`src/rtl/pll_reset_ctrl.sv`:
```
// PLL reset pulse and system reset release sequencer for the iCE40 PLL, clocked from the raw reference clock.
// Optional WAIT_LOCK timeout/retry is enabled by defining PLL_RST_CTRL_TIMEOUT_EN.
module pll_reset_ctrl #(
    parameter int RESET_PULSE_CYCLES = 16,
    parameter int LOCK_STABLE_CYCLES = 1024,
    parameter int TIMEOUT_CYCLES     = 65536
) (
    input  logic       clk,
    input  logic       rst,
    input  logic       pll_lock,
    input  logic       lock_lost_clr,
    output logic       pll_resetb,
    output logic       sys_rst_req,
    output logic       ready,
    output logic       lock_lost,
    output logic [3:0] retry_count
);

    localparam int MAX_RS     = (RESET_PULSE_CYCLES > LOCK_STABLE_CYCLES) ?
                                RESET_PULSE_CYCLES : LOCK_STABLE_CYCLES;
    localparam int MAX_CYCLES = (MAX_RS > TIMEOUT_CYCLES) ? MAX_RS : TIMEOUT_CYCLES;
    localparam int CNT_W      = $clog2(MAX_CYCLES) + 1;

    localparam logic [CNT_W-1:0] PULSE_LAST  = CNT_W'(RESET_PULSE_CYCLES - 1);
    localparam logic [CNT_W-1:0] STABLE_LAST = CNT_W'(LOCK_STABLE_CYCLES - 1);
`ifdef PLL_RST_CTRL_TIMEOUT_EN
    localparam logic [CNT_W-1:0] TIMEOUT_LAST = CNT_W'(TIMEOUT_CYCLES - 1);
`endif

    typedef enum logic [1:0] {
        PLL_RST   = 2'd0,
        WAIT_LOCK = 2'd1,
        STABLE    = 2'd2,
        RUN       = 2'd3
    } state_t;

    state_t           state;
    state_t           next_state;
    logic [CNT_W-1:0] cnt;
    logic [CNT_W-1:0] cnt_next;
    logic             lock_meta;
    logic             lock_s;
    logic             retry_inc;
    logic             lost_set;

    // LOCK is asynchronous to clk; only lock_s is ever used for decisions.
    always_ff @(posedge clk) begin
        if (rst) begin
            lock_meta <= 1'b0;
            lock_s    <= 1'b0;
        end else begin
            lock_meta <= pll_lock;
            lock_s    <= lock_meta;
        end
    end

    always_ff @(posedge clk) begin
        if (rst) begin
            state <= PLL_RST;
            cnt   <= '0;
        end else begin
            state <= next_state;
            cnt   <= cnt_next;
        end
    end

    always_comb begin
        next_state = state;
        cnt_next   = cnt;
        retry_inc  = 1'b0;
        lost_set   = 1'b0;
        case (state)
            PLL_RST: begin
                if (cnt == PULSE_LAST) begin
                    next_state = WAIT_LOCK;
                    cnt_next   = '0;
                end else begin
                    cnt_next = cnt + CNT_W'(1);
                end
            end
            WAIT_LOCK: begin
                if (lock_s) begin
                    next_state = STABLE;
                    cnt_next   = '0;
`ifdef PLL_RST_CTRL_TIMEOUT_EN
                end else if (cnt == TIMEOUT_LAST) begin
                    next_state = PLL_RST;
                    cnt_next   = '0;
                    retry_inc  = 1'b1;
                end else begin
                    cnt_next = cnt + CNT_W'(1);
                end
`else
                end else begin
                    cnt_next = '0;
                end
`endif
            end
            STABLE: begin
                // Any drop of lock_s restarts the whole stable interval.
                if (!lock_s) begin
                    next_state = WAIT_LOCK;
                    cnt_next   = '0;
                end else if (cnt == STABLE_LAST) begin
                    next_state = RUN;
                    cnt_next   = '0;
                end else begin
                    cnt_next = cnt + CNT_W'(1);
                end
            end
            RUN: begin
                cnt_next = '0;
                if (!lock_s) begin
                    next_state = PLL_RST;
                    retry_inc  = 1'b1;
                    lost_set   = 1'b1;
                end
            end
            default: begin
                next_state = PLL_RST;
                cnt_next   = '0;
            end
        endcase
    end

    // Outputs are registered from the next state so they change on the transition edge.
    always_ff @(posedge clk) begin
        if (rst) begin
            pll_resetb  <= 1'b0;
            sys_rst_req <= 1'b1;
            ready       <= 1'b0;
            lock_lost   <= 1'b0;
            retry_count <= 4'd0;
        end else begin
            pll_resetb  <= (next_state != PLL_RST);
            sys_rst_req <= (next_state != RUN);
            ready       <= (next_state == RUN);
            if (lost_set) begin
                lock_lost <= 1'b1;
            end else if (lock_lost_clr) begin
                lock_lost <= 1'b0;
            end
            if (retry_inc && (retry_count != 4'hF)) begin
                retry_count <= retry_count + 4'd1;
            end
        end
    end

endmodule

```
`config.mk`:
```
export PLATFORM = sky130hd
export DESIGN_NAME = pll_reset_ctrl
export DESIGN_NICKNAME = d
export VERILOG_FILES = /design/src/rtl/pll_reset_ctrl.sv
export SDC_FILE = /design/constraint.sdc
export NUM_CORES = 1
export LEC_CHECK = 0
export BUFFER_PORTS_ARGS = -buffer_cell sky130_fd_sc_hd__clkbuf_2
export CAP_MARGIN = 15
export CORE_ASPECT_RATIO = 0.7
export CORE_MARGIN = 1
export CORE_UTILIZATION = 30
export CTS_BUF_LIST = sky130_fd_sc_hd__clkbuf_4 sky130_fd_sc_hd__clkbuf_8 sky130_fd_sc_hd__clkbuf_16
export DETAILED_ROUTE_END_ITERATION = 7
export PLACE_DENSITY = 0.53
export SLEW_MARGIN = 30
export SYNTH_ARGS = -nofsm -noshare
export SYNTH_HDL_FRONTEND = slang
export SYNTH_SLANG_ARGS = --single-unit
```
`constraint.sdc`:
```
create_clock -name clk -period 3 [get_ports clk]
set_input_delay 0.3 -clock clk [delete_from_list [all_inputs] [get_ports clk]]
set_output_delay 0.3 -clock clk [all_outputs]
set_load 0.005 [all_outputs]
```
==> impl_results.md <==
* Status: finished, final reports clean
* Top post-synthesis cells by area: dfxtp_1 44%, a21oi_2 6.7%, xor2_1 5.3%
* Post-synth EDFFs at 0
* DRT antenna net count at 0
* Max Freq at 445 MHz
* # nets final at 156
* GP Congestion at 0.840
* TritonCTS clock tree: built
* Leakage at 0.547 nW
* Netlist cell types at 39
* Critical path arrival at 2.37 ns
* Largest fanout on the critical path at 10
* Placed cell count at 195
* WP buf/inv at 1
* Cells after Synth at 136
* Final WL at 2620 µm
* Max IR drop VDD at 0.300 mV
* DP HPWL at 1850 µm
* Clk Latency, worst-skew pair at 0.27 ns
* Root buf cell: clkbuf_8
* Ant diodes at 0
* Drt drc at 0
* Chip Width at 81.0 µm
* Largest net degree at the start of global routing at 18
* Die H at 57.3 µm
* Per-cell routed wire length at 12.9 µm
* Number of global-route vias before repair at 917
* Critical Path End Type: register
* Final core utilization at 0.378
* Final Max Tran Viols at 0
* Design area at 0.00153 mm²
* Hold Fails Final Rpt at 0
* Top FF cell, synth: dfxtp_1
* Syn_nets at 142
* First-pass GRT wire length at 4330 µm
* Detailed-router iteration count before antenna repair at 4
* Full die area at 0.00464 mm²
* # IOs at 12
* TritonCTS Buffers at 5
* CTS Buffer Depth at 2
* CORE AREA at 0.00404 mm²
* TNS Setup at 0 ns
* Final worst-path cycle share at 0.749
* CP Launch Type: register
* Unrepaired setup endpoints after global routing: no
* H-tree depth at 2
* Worst Path Required at 3.13 ns
* P per Cell Area at 546 mW/mm²
* Clock Skew at 0.00351 ns
* Mapped Avg Cell Area at 9.63 µm²
* Dpl cell area at 0.00141 mm²
* Initial antenna violation count at 0
* Synth top cells by count: 29 x dfxtp_1, 10 x a21oi_2, 8 x nand2_1, 8 x nor2_1, 8 x xor2_1
* Critical path class: register to register
* Routed vias/inst at 4.89
* Post-Layout Cell Count at 203
* Area growth from synthesis to layout at 16.7%
* Power, Total at 834 µW
* Synth top area share at 0.443
* DR vias at 992
* Tmin final at 2.25 ns
* Clock transition at path regs at 0.06 ns
* Slew margin rel. at 0.591
* Register area share after synthesis at 0.443
* Starting DRT DRC Count at 64
* CP cell instances: ha_1, nand2_1, or3_1, o21ai_2, buf_4, a21boi_0
* CP max stage cell: or3_1
* Cell area after synthesis at 0.00131 mm²
* Worst-margin pin slew at 0.611 ns
* Number of synthesized register bits at 29
* IO Port Bufs at 11
* Initial Util at 0.324
* Hold slack at 0.242 ns
* Final worst-path setup slack at 0.753 ns
* # setup viols final at 0
* Ys async rst share at 0
* Global route overflow at 0
* Hold WC Path Type: primary input to register
* Count leader, synth: dfxtp_1
* Dpl ws at 0.768 ns
* Number of max-cap violations at 0
* Cell taking the most area after synthesis: dfxtp_1
* Total GRT Usage at 0.124
* Critical path's top delay family: simple AND/OR/NAND/NOR gates
* # hold bufs at CTS at 0
* CTS Sinks at 29
* FP Rows at 19
* Layout cell share with drive strength beyond 1 at 0.245
* CTS-repair resized insts at 0
* Ys Warns at 0
* Max stage delay on crit path at 0.52 ns
* Setup bufs post-CTS at 0
==> sequential cells by signal, indices dropped and copies added, names as in the netlist <==
signal	count
cnt	17
lock_lost	1
lock_meta	1
lock_s	1
pll_resetb	1
ready	1
retry_count	4
state	2
sys_rst_req	1
==> layer usage <==
metal  routed length, µm  track usage  up-vias
li1                    -            -      520
met1                1530        0.190      460
met2                 983        0.157       10
met3                  91       0.0480        2
met4                  16       0.0306        0
met5                   0            0        -
==> cell type report <==
cell class,count,area (µm²)
Multi-Input combinational cell,100,693
Clock buffer,7,90.1
Timing Repair Buffer,12,62.6
Clock inverter,1,30.0
Inverter,2,7.51
Sequential cell,29,581
Fill cell,426,2510
Tap cell,52,65.1
==> worst paths after layout <==
path                                 from         to  slack, ns  depth (start not counted)
worst max register to register     cnt[0]     cnt[1]       0.75                          6
worst min register to register  lock_meta     lock_s       0.45                          1
worst min-delay path             pll_lock  lock_meta       0.24                          2
worst max-delay path               cnt[0]     cnt[1]       0.75                          6
==> where the power goes <==
group	internal [mW]	switching, mW
clock network	0.280	0.143
registers	0.390	0.00492
logic	0.00658	0.0105
==> cells by family after synthesis <==
family	share of synthesized area
AOI/OAI and AO/OA	0.184
muxes	0.00764
DFF	0.443
buffers and inverters	0.0277
xor gates and xnor gates	0.0869
and+or+nand+nor	0.231
adders and majority gates	0.0191
==> worst register-to-register path, cell delays in order, from the launching register on <==
cell and delay (ns):
dfxtp_1 0.41, ha_1 0.25, nand2_1 0.13, or3_1 0.52, o21ai_2 0.42, buf_4 0.29
a21boi_0 0.10
==> placed cells by master, fill, tap and decap left out, types with 3 or more instances in the layout <==
| cell | synthesis | layout |
|---|---|---|
| a21oi_1 | 4 | 4 |
| xnor2_1 | 5 | 5 |
| nand4_1 | 3 | 3 |
| clkbuf_8 | 0 | 6 |
| nand3_1 | 6 | 6 |
| a22oi_1 | 4 | 4 |
| dfxtp_1 | 29 | 29 |
| xor2_1 | 8 | 8 |
| nor2_1 | 8 | 8 |
| nor3_1 | 4 | 4 |
| o21ai_0 | 6 | 6 |
| clkbuf_2 | 0 | 11 |
| nand2_1 | 8 | 8 |
| a21oi_2 | 10 | 10 |
| or3_1 | 5 | 5 |
No activity file was read; power rests on OpenSTA's default activity.
